<file path="src/rtl/control_sequencer.sv">
// rtl/control_sequencer.sv - hardwired fetch/execute control sequencer for the Datapath
module control_sequencer #(
  parameter int OPW = 5
) (
  input  logic        clock,
  input  logic        clear,
  input  logic [31:0] IR,
  output logic        Run,
  output logic        PCout,
  output logic        PCin,
  output logic        IncPC,
  output logic        MARin,
  output logic        MDRin,
  output logic        MDRout,
  output logic        MDMuxread,
  output logic        RAMread,
  output logic        RAMwrite,
  output logic        IRin,
  output logic        Yin,
  output logic        Zlowin,
  output logic        Zlowout,
  output logic        CSEout,
  output logic        Gra,
  output logic        Grb,
  output logic        Grc,
  output logic        Rin,
  output logic        Rout,
  output logic        BAout,
  output logic        ADD,
  output logic        SUB,
  output logic        AND,
  output logic        OR
);

  typedef enum logic [3:0] {RST, T0, T1, T2, T3, T4, T5, T6, T7, HALT} state_t;

  localparam logic [OPW-1:0] OP_LD   = OPW'(0);
  localparam logic [OPW-1:0] OP_LDI  = OPW'(1);
  localparam logic [OPW-1:0] OP_ST   = OPW'(2);
  localparam logic [OPW-1:0] OP_ADD  = OPW'(3);
  localparam logic [OPW-1:0] OP_SUB  = OPW'(4);
  localparam logic [OPW-1:0] OP_AND  = OPW'(5);
  localparam logic [OPW-1:0] OP_OR   = OPW'(6);
  localparam logic [OPW-1:0] OP_ADDI = OPW'(12);
  localparam logic [OPW-1:0] OP_ANDI = OPW'(13);
  localparam logic [OPW-1:0] OP_ORI  = OPW'(14);
  localparam logic [OPW-1:0] OP_HALT = OPW'(27);

  state_t         state, eff, next;
  logic [OPW-1:0] op;
  logic           is_ld, is_st, is_mem, is_alu, is_imm, is_halt, has_tail;
  logic           unused_ir;

  assign op        = IR[31:32-OPW];
  assign unused_ir = ^IR[31-OPW:0];

  assign is_ld    = (op == OP_LD);
  assign is_st    = (op == OP_ST);
  assign is_mem   = is_ld || is_st || (op == OP_LDI);
  assign is_alu   = (op == OP_ADD) || (op == OP_SUB) || (op == OP_AND) || (op == OP_OR);
  assign is_imm   = (op == OP_ADDI) || (op == OP_ANDI) || (op == OP_ORI);
  assign is_halt  = (op == OP_HALT);
  assign has_tail = is_mem || is_alu || is_imm;

  // The new IR is only visible after the T2 edge, so the first cycle after
  // T2 stands in for T0 (no tail) or HALT when the opcode has no execute tail.
  always_comb begin
    eff = state;
    if (state == T3 && !has_tail) eff = is_halt ? HALT : T0;
  end

  always_comb begin
    case (eff)
      RST:     next = T0;
      T0:      next = T1;
      T1:      next = T2;
      T2:      next = T3;
      T3:      next = T4;
      T4:      next = T5;
      T5:      next = (is_ld || is_st) ? T6 : T0;
      T6:      next = T7;
      T7:      next = T0;
      HALT:    next = HALT;
      default: next = RST;
    endcase
  end

  always_ff @(posedge clock) begin
    if (clear) state <= RST;
    else       state <= next;
  end

  always_comb begin
    Run = (eff != RST) && (eff != HALT);
    {PCout, PCin, IncPC, MARin, MDRin, MDRout, MDMuxread, RAMread, RAMwrite, IRin} = '0;
    {Yin, Zlowin, Zlowout, CSEout, Gra, Grb, Grc, Rin, Rout, BAout} = '0;
    {ADD, SUB, AND, OR} = '0;
    case (eff)
      T0: {PCout, MARin, IncPC, Zlowin} = '1;
      T1: {Zlowout, PCin, MDMuxread, RAMread, MDRin} = '1;
      T2: {MDRout, IRin} = '1;
      T3: begin
        {Grb, Yin} = '1;
        if (is_mem) BAout = 1'b1;
        else        Rout  = 1'b1;
      end
      T4: begin
        Zlowin = 1'b1;
        if (is_alu) {Grc, Rout} = '1;
        else        CSEout = 1'b1;
        ADD = is_mem || (op == OP_ADD) || (op == OP_ADDI);
        SUB = (op == OP_SUB);
        AND = (op == OP_AND) || (op == OP_ANDI);
        OR  = (op == OP_OR) || (op == OP_ORI);
      end
      T5: begin
        Zlowout = 1'b1;
        if (is_ld || is_st) MARin = 1'b1;
        else                {Gra, Rin} = '1;
      end
      T6: begin
        MDRin = 1'b1;
        if (is_ld) {MDMuxread, RAMread} = '1;
        else       {Gra, Rout} = '1;
      end
      T7: begin
        if (is_ld) {MDRout, Gra, Rin} = '1;
        else       RAMwrite = 1'b1;
      end
      default: ;
    endcase
  end

endmodule

</file>
<file path="config.mk">
export PLATFORM = sky130hd
export DESIGN_NAME = control_sequencer
export DESIGN_NICKNAME = d
export VERILOG_FILES = /design/src/rtl/control_sequencer.sv
export SDC_FILE = /design/constraint.sdc
export NUM_CORES = 1
export LEC_CHECK = 0
export BUFFER_PORTS_ARGS = -buffer_cell sky130_fd_sc_hd__buf_4
export CAP_MARGIN = 20
export CORE_UTILIZATION = 33
export DETAILED_ROUTE_END_ITERATION = 10
export PLACE_DENSITY = 0.79
export REMOVE_ABC_BUFFERS = 1
export SYNTH_ARGS = -nofsm -noshare
export SYNTH_HDL_FRONTEND = slang
export SYNTH_SLANG_ARGS = --single-unit
</file>
<file path="constraint.sdc">
create_clock -name clock -period 2.45 [get_ports clock]
set_input_delay 0.6125 -clock clock [delete_from_list [all_inputs] [get_ports clock]]
set_output_delay 0.6125 -clock clock [all_outputs]
set_load 0.02 [all_outputs]
</file>
==> flow_metrics.py, run 1 <==
metrics = {
    "sta": {
        "slew_headroom_pct": 73.3,
        "drv_slew": 0,
        "fmax_mhz": 376,
        "hold_viol": 0,
        "hold-worst-slack_ps": 562,
        "finClkSkew_ps": 0.460,
        "post-route-min-period_ps": 2660,
        "grt_setup_unrepaired": "true",
        "finalSetupTns_ps": -638,
        "tightest_slew_ps": 397,
        "setup_viol": 5,
        "post-route-period-util_pct": 109,
        "fin_ws_ps": -213,
    },
    "critical_path": {
        "slowest_stage": "or4_4",
        "endpoint_kind": "output pin",
        "crit_type": "in -> out",
        "rrSetupSlack_ps": 480,
        "crit_fanout": 3,
        "start_kind": "primary input",
        "slowest_delay_ps": 560,
        "crit_arrival_ps": 2050,
        "crit_path_frequent_cell": "buf_6",
        "crit_required_ps": 1840,
        "path_cells": "buf_6, or4_4, buf_12, nor3b_4, and2_4, o31a_1, buf_6",
    },
    "cts": {
        "cts_tree": "done",
        "root_buffer": "clkbuf_4",
        "cts.sinks": 4,
        "h-tree-depth": 1,
        "clk_latency_ps": 240,
        "cts_buffer_depth": 2,
        "cts.reportedPaths.clkPinSlew_ps": 30,
        "cts_buffers": 3,
    },
    "global_routing": {
        "grt_overflow_total": 0,
        "track_usage_pct": 25.3,
        "grt_pass1_vias": 842,
        "grt_max_degree": 18,
        "grt_pass1_wl_mm": 3.90,
        "antenna_found_initial": 0,
    },
    "drt": {
        "drc": 0,
        "dr_total_vias": 967,
        "wl_per_cell_um": 15.7,
        "drt_first_pass_iters": 4,
        "ant_nets": 0,
        "drtIter0Drc": 29,
        "via_per_inst": 5.59,
        "wl_mm": 2.71,
    },
    "run_status": {
        "status": "finished with violations",
        "violations": "negative setup slack",
    },
    "floorplan": {
        "die_w_um": 45.9,
        "io-pin-count": 59,
        "dieHeight_um": 45.9,
        "die_area_um2": 2110,
        "row_count": 15,
        "core_area_um2": 1760,
        "initial_core_util_pct": 36.1,
    },
    "logic_synthesis": {
        "synth_edf_count": 0,
        "ys_seq_area_share_pct": 12.6,
        "synth_top_area_share_pct": 12.6,
        "ys_ff_latch": 4,
        "synthArstFlopShare_pct": 0,
        "syn_area_per_cell_um2": 6.63,
        "yosysUniqueCellTypes": 39,
        "synth_common_cells": "nor2_1 (12), nor3_1 (9), nand2_1 (7)",
        "ys_top_cells_by_area": "dfxtp_1 (13%), nor3_1 (7.1%), nor2_1 (7.1%)",
        "synthFlopType": "dfxtp_1",
        "synth.most_common_cell": "nor2_1",
        "ys_warn_count": 0,
        "yosys.area.top_type": "dfxtp_1",
        "synth_cells": 96,
        "syn_area_um2": 637,
    },
    "placed_design": {
        "placed_area_um2": 983,
        "place_inst": 160,
        "routabilityCongestion": 0.855,
        "dp_hpwl_mm": 1.58,
        "port_buffers": 31,
    },
    "power": {
        "cellLeakagePower_nw": 0.591,
        "vdd_ir_drop_max_v": 0.000364,
        "p_per_area_nw_per_um2": 372,
    },
    "final_layout": {
        "fin_cells": 173,
        "nets": 184,
        "finalInstanceArea_um2": 1270,
        "top_register": "state",
        "drive_gt1_share_pct": 56.1,
        "area_growth_syn_to_layout_pct": 98.8,
        "n_fill_cell": 138,
        "largest_reg_flops": 4,
        "top_regs": "state (4)",
        "antennaDiodeCount": 0,
        "fin_util_pct": 71.8,
    },
    "min_path": {
        "hold_path.class": "in -> reg",
    },
    "job": {
        "drv_cap": 0,
    },
}
stage by stage:
step	worst slack (ps)	power, mW
floorplan	-867	0.218
global placement	-256	0.333
detailed placement	-265	0.338
CTS	-144	0.441
global route	-269	0.498
finish	-213	0.471
cells in the final DEF (no fill, tap or decap), types with 2 or more instances in the layout:
cell type | Yosys | routed
nor3b_1 | 3 | 2
nor2b_1 | 5 | 4
nand2b_1 | 3 | 3
nand2_1 | 7 | 7
clkbuf_4 | 0 | 3
dfxtp_1 | 4 | 2
o31a_1 | 2 | 2
buf_4 | 3 | 45
inv_1 | 2 | 2
o31ai_1 | 2 | 2
buf_6 | 1 | 15
or3_1 | 2 | 2
a31oi_1 | 2 | 2
a21oi_1 | 5 | 5
nor2_1 | 12 | 11
nor3_1 | 9 | 7
dfxtp_2 | 0 | 2
nor4_4 | 0 | 2
where the power goes:
part | internal [mW] | leakage (nW) | switching (mW) | total, mW
Combinational | 0.139 | 0.543 | 0.164 | 0.303
Clock | 0.0547 | 0.0138 | 0.0264 | 0.0812
Sequential | 0.0731 | 0.0339 | 0.0142 | 0.0872
Total | 0.267 | 0.591 | 0.204 | 0.471
layout make-up:
class / count / area [um2] / share of cell area, %
Multi-Input combinational cell: 78 / 596 / 47.0
Tap cell: 25 / 31.3 / 2.47
Inverter: 2 / 7.51 / 0.593
Sequential cell: 4 / 82.6 / 6.52
Clock buffer: 3 / 22.5 / 1.78
Timing Repair Buffer: 61 / 527 / 41.6
kinds of logic after synthesis:
group           after synthesis  share of synthesized area (%)
compound gates               21                           24.6
xor+xnor                      1                           1.38
fa+ha+maj                     1                           1.57
simple gates                 55                           48.1
flops                         4                           12.6
buf+inv                      14                           11.8
routing by layer:
| metal | up-vias | wire length [um] | global-route usage, % |
|---|---|---|---|
| li1 | 460 | - | - |
| met1 | 458 | 1100 | 33.5 |
| met2 | 39 | 1390 | 43.4 |
| met3 | 10 | 118 | 4.76 |
| met4 | 0 | 98 | 2.94 |
| met5 | - | 0 | 0 |
path summary, 6_finish.rpt:
| check | from | end | cells past startpoint |
|---|---|---|---|
| hold / removal | clear | state[0] | 2 |
| setup / recovery | IR[31] | MARin | 7 |
| hold reg to reg | state[1] | state[3] | 2 |
| setup reg to reg | state[0] | state[2] | 12 |
worst max-delay path, delay by kind of cell:
kind | cells | cell delay (ps)
and+or+nand+nor | 3 | 930
buffers and inverters | 3 | 380
AOI/OAI and AO/OA | 1 | 130
timing repair:
action	in CTS	in global routing
setup buffers	12	2
endpoints found under the setup margin	9	13
pin swaps	6	7
gates resized for setup	23	15
gates cloned	0	0
hold buffers	0	0
Note: power is estimated with default switching activity, not from simulation.
==> run 2: changes to the inputs <==
--- a/config.mk
+++ b/config.mk
@@ -7,7 +7,9 @@
 export LEC_CHECK = 0
 export BUFFER_PORTS_ARGS = -buffer_cell sky130_fd_sc_hd__buf_4
 export CAP_MARGIN = 20
+export CORE_MARGIN = 1.5
 export CORE_UTILIZATION = 33
+export CTS_BUF_LIST = sky130_fd_sc_hd__clkbuf_4 sky130_fd_sc_hd__clkbuf_8 sky130_fd_sc_hd__clkbuf_16
 export DETAILED_ROUTE_END_ITERATION = 10
 export PLACE_DENSITY = 0.79
 export REMOVE_ABC_BUFFERS = 1
==> flow_metrics.py, run 2 (same netlist as run 1, synthesis figures left out) <==
metrics = {
    "placed_design": {
        "place_inst": 160,
        "placed_area_um2": 983,
        "port_buffers": 31,
        "routabilityCongestion": 0.840,
        "dp_hpwl_mm": 1.71,
        "pre_cts_slack_ps": -268,
    },
    "floorplan": {
        "die_area_um2": 2200,
        "die_w_um": 46.9,
        "row_count": 15,
        "initial_core_util_pct": 36.1,
        "dieHeight_um": 46.9,
        "io-pin-count": 59,
        "core_area_um2": 1760,
    },
    "final_layout": {
        "finalInstanceArea_um2": 1180,
        "seqCellArea_um2": 82.6,
        "final_cell_mix": "buf_4 (42), nor2_1 (11), buf_6 (10)",
        "fin_util_pct": 67.1,
        "largest_reg_flops": 4,
        "multi_input_area_um2": 597,
        "area_growth_syn_to_layout_pct": 85.9,
        "n_fill_cell": 159,
        "drive_gt1_share_pct": 54.3,
        "top_regs": "state (4)",
        "top_register": "state",
        "fin_cells": 165,
        "antennaDiodeCount": 0,
        "nets": 176,
        "mostFrequentLayoutCell": "buf_4",
    },
    "power": {
        "switching_share_pct": 43.6,
        "vdd_ir_drop_max_v": 0.000335,
        "switchingPower_mw": 0.206,
        "intPower_mw": 0.267,
        "cellLeakagePower_nw": 0.526,
        "finalPower_mw": 0.473,
        "power_frac_clock_pct": 17.5,
        "pwr-share-comb_pct": 64.5,
        "seqPwrFrac_pct": 18.0,
        "p_per_area_nw_per_um2": 400,
    },
    "sta": {
        "grt_setup_unrepaired": "true",
        "post-route-period-util_pct": 104,
        "setup_viol": 5,
        "tightest_slew_ps": 379,
        "finClkSkew_ps": 3.28,
        "post-route-min-period_ps": 2540,
        "fmax_mhz": 393,
        "fin_ws_ps": -91.5,
        "slew_headroom_pct": 74.5,
        "hold-worst-slack_ps": 565,
        "drv_slew": 0,
        "hold_viol": 0,
        "finalSetupTns_ps": -196,
    },
    "min_path": {
        "hold_depth": 2,
        "min_from": "clear",
        "min_to": "state[0]",
        "hold_path.class": "in -> reg",
    },
    "critical_path": {
        "r2r_end": "state[1]",
        "r2r_start": "state[0]",
        "crit_type": "in -> out",
        "start_kind": "primary input",
        "endpoint_kind": "output pin",
        "crit_required_ps": 1840,
        "crit_arrival_ps": 1930,
        "crit_fanout": 4,
        "critPathLaunch": "IR[27]",
        "ff2ff_path_depth": 3,
        "rrSetupSlack_ps": 1140,
    },
    "run_status": {
        "status": "finished with violations",
        "violations": "negative setup slack",
    },
    "drt": {
        "wl_per_cell_um": 16.1,
        "ant_nets": 0,
        "wl_mm": 2.66,
        "via_per_inst": 5.73,
        "drt_first_pass_iters": 4,
        "drtIter0Drc": 21,
        "dr_total_vias": 946,
        "drc": 0,
    },
    "cts": {
        "h-tree-depth": 1,
        "cts_buffers": 3,
        "cts_tree": "done",
        "cts.reportedPaths.clkPinSlew_ps": 40,
        "hold_buffers": 0,
        "clk_latency_ps": 240,
        "cts.sinks": 4,
        "cts_buffer_depth": 2,
        "root_buffer": "clkbuf_4",
    },
    "global_routing": {
        "grt_max_degree": 18,
        "grt_pass1_vias": 807,
        "grt_overflow_total": 0,
        "grt_pass1_wl_mm": 3.54,
        "track_usage_pct": 22.2,
        "antenna_found_initial": 0,
    },
    "job": {
        "drv_cap": 0,
    },
}
[run 2: worst max-delay path, cell delays in order]
cell and delay [ps]:
buf_6 90, or4_4 570, or4_1 410, o21ai_1 90
buf_4 150
[run 2: layout make-up]
| type | instances | share of cell area (%) |
|---|---|---|
| Clock buffer | 3 | 1.90 |
| Sequential cell | 4 | 6.98 |
| Timing Repair Buffer | 53 | 37.4 |
| Tap cell | 25 | 2.64 |
| Inverter | 2 | 0.634 |
| Multi-Input combinational cell | 78 | 50.4 |
[run 2: what timing repair did]
action | CTS | global route
gates cloned | 0 | 0
setup endpoints to repair | 13 | 10
buffers inserted | 2 | 1
gates resized for setup | 15 | 19
pin swaps | 8 | 6
[run 2: per-layer routing]
metal  wire length [um]  GRT usage (%)  vias up
met5                  0              0        -
met4                 70           4.44        0
met3                156           6.15        8
met2               1370           38.4       45
met1               1060           27.5      455
li1                   -              -      438
[run 2: power by group through the flow]
stage	Clock [mW]	Combinational [mW]	Sequential (mW)
3_5_place_dp	0	0.258	0.0822
3_3_place_gp	0	0.253	0.0809
5_1_grt	0.0942	0.324	0.0859
4_1_cts	0.0864	0.278	0.0812
6_report	0.0827	0.306	0.0851
2_1_floorplan	0	0.125	0.0927
[run 2: worst max-delay path by stage]
stage | cells past startpoint | end
after floorplan | 4 | Rout
after global placement | 5 | Gra
after detailed placement | 5 | Gra
after CTS | 5 | Gra
after global routing | 5 | Gra
final | 5 | Gra
==> run 3: changes to the inputs <==
--- a/config.mk
+++ b/config.mk
@@ -11,6 +11,7 @@
 export CORE_UTILIZATION = 33
 export CTS_BUF_LIST = sky130_fd_sc_hd__clkbuf_4 sky130_fd_sc_hd__clkbuf_8 sky130_fd_sc_hd__clkbuf_16
 export DETAILED_ROUTE_END_ITERATION = 10
+export GPL_TIMING_DRIVEN = 0
 export PLACE_DENSITY = 0.79
 export REMOVE_ABC_BUFFERS = 1
 export SYNTH_ARGS = -nofsm -noshare
==> flow_metrics.py, run 3 (same netlist as run 1, synthesis figures left out) <==
metrics = {
    "floorplan": {
        "io-pin-count": 59,
        "initial_core_util_pct": 36.1,
        "row_count": 15,
        "die_area_um2": 2200,
        "dieHeight_um": 46.9,
        "core_area_um2": 1760,
        "die_w_um": 46.9,
    },
    "critical_path": {
        "endpoint_kind": "output pin",
        "crit_arrival_ps": 1930,
        "path_cells": "buf_8, or4_4, or4_1, o21ai_1, buf_4",
        "ff2ff_path_depth": 2,
        "crit_type": "in -> out",
        "crit_required_ps": 1840,
        "slowest_delay_ps": 580,
        "slowest_stage": "or4_4",
        "crit_fanout": 5,
        "start_kind": "primary input",
    },
    "final_layout": {
        "top_regs": "state (4)",
        "largest_reg_flops": 4,
        "area_growth_syn_to_layout_pct": 55.0,
        "nets": 159,
        "drive_gt1_share_pct": 45.5,
        "antennaDiodeCount": 0,
        "final_cell_mix": "buf_4 (30), nor2_1 (11), nand2_1 (7), nor3_1 (7), a21oi_1 (5)",
        "fin_cells": 148,
        "top_register": "state",
        "mostFrequentLayoutCell": "buf_4",
    },
    "run_status": {
        "violations": "negative setup slack",
        "status": "finished with violations",
    },
    "drt": {
        "ant_nets": 0,
        "wl_per_cell_um": 15.0,
        "via_per_inst": 5.76,
        "drtIter0Drc": 30,
        "drc": 0,
        "dr_total_vias": 853,
        "wl_mm": 2.23,
        "drt_first_pass_iters": 4,
    },
    "placed_design": {
        "routabilityCongestion": 0.751,
        "place_inst": 140,
        "port_buffers": 31,
        "dp_hpwl_mm": 1.37,
    },
    "sta": {
        "drv_slew": 0,
        "grt_setup_unrepaired": "true",
        "hold_viol": 0,
        "fin_ws_ps": -94.0,
        "post-route-min-period_ps": 2540,
        "finClkSkew_ps": 4.54,
        "hold-worst-slack_ps": 554,
        "fmax_mhz": 393,
        "slew_headroom_pct": 69.8,
        "setup_viol": 5,
        "tightest_slew_ps": 450,
        "post-route-period-util_pct": 104,
    },
    "cts": {
        "cts_tree": "done",
        "h-tree-depth": 1,
        "cts_buffer_depth": 2,
        "clk_latency_ps": 240,
        "root_buffer": "clkbuf_4",
        "cts_buffers": 3,
        "cts.reportedPaths.clkPinSlew_ps": 40,
        "cts.sinks": 4,
    },
    "global_routing": {
        "grt_pass1_wl_mm": 3.09,
        "grt_pass1_vias": 672,
        "grt_overflow_total": 0,
        "track_usage_pct": 19.4,
        "grt_max_degree": 21,
        "antenna_found_initial": 0,
    },
    "job": {
        "drv_cap": 0,
    },
    "min_path": {
        "hold_depth": 2,
        "hold_path.class": "in -> reg",
    },
    "power": {
        "finalPower_mw": 0.423,
        "vdd_ir_drop_max_v": 0.000212,
        "p_per_area_nw_per_um2": 428,
        "cellLeakagePower_nw": 0.428,
    },
}
## run 3: timing repair
action / CTS / global route
resized for setup: 17 / 8
buffers inserted: 3 / 2
pin swaps: 4 / 4
hold buffers: 0 / 0
endpoints found under the setup margin: 16 / 11
## run 3: path summary, 6_finish.rpt
kind	from	to	slack [ps]
min reg2reg	state[1]	state[3]	630
max	IR[30]	Gra	-90
min	clear	state[0]	550
max reg2reg	state[3]	state[0]	1280
## run 3: layout make-up
class	instances	area, um2
Tap cell	25	31.3
Clock buffer	3	22.5
Fill cell	188	777
Timing Repair Buffer	36	300
Inverter	2	7.51
Sequential cell	4	87.6
Multi-Input combinational cell	78	538
## run 3: routing by layer
| layer | track usage [%] | vias up | share of wire [%] | wire length, um |
|---|---|---|---|---|
| li1 | - | 405 | - | - |
| met5 | 0 | - | 0 | 0 |
| met3 | 2.31 | 11 | 6.6 | 148 |
| met1 | 24.1 | 379 | 38 | 843 |
| met2 | 34.2 | 58 | 53 | 1170 |
| met4 | 6.67 | 0 | 2.7 | 61 |
## run 3: stage by stage
stage	instance area, um2	TNS (ps)	util, %	setup slack (ps)
after floorplan	569	-2120	-	-867
after global placement	833	-1340	47.2	-327
after detailed placement	833	-1700	47.2	-375
after CTS	940	-319	53.3	-89.2
after global routing	987	-638	56.0	-154
final	987	-273	56.0	-94.0
## run 3: power by group
group / switching, mW / total (mW) / internal [mW]
Clock: 0.0326 / 0.0878 / 0.0552
Sequential: 0.0293 / 0.103 / 0.0741
Combinational: 0.126 / 0.232 / 0.106
Total: 0.188 / 0.423 / 0.235
## run 3: critical path: cells and delay by family
kind / cells / cell delay, ps
buf+inv: 2 / 250
simple gates: 2 / 990
compound gates: 1 / 80
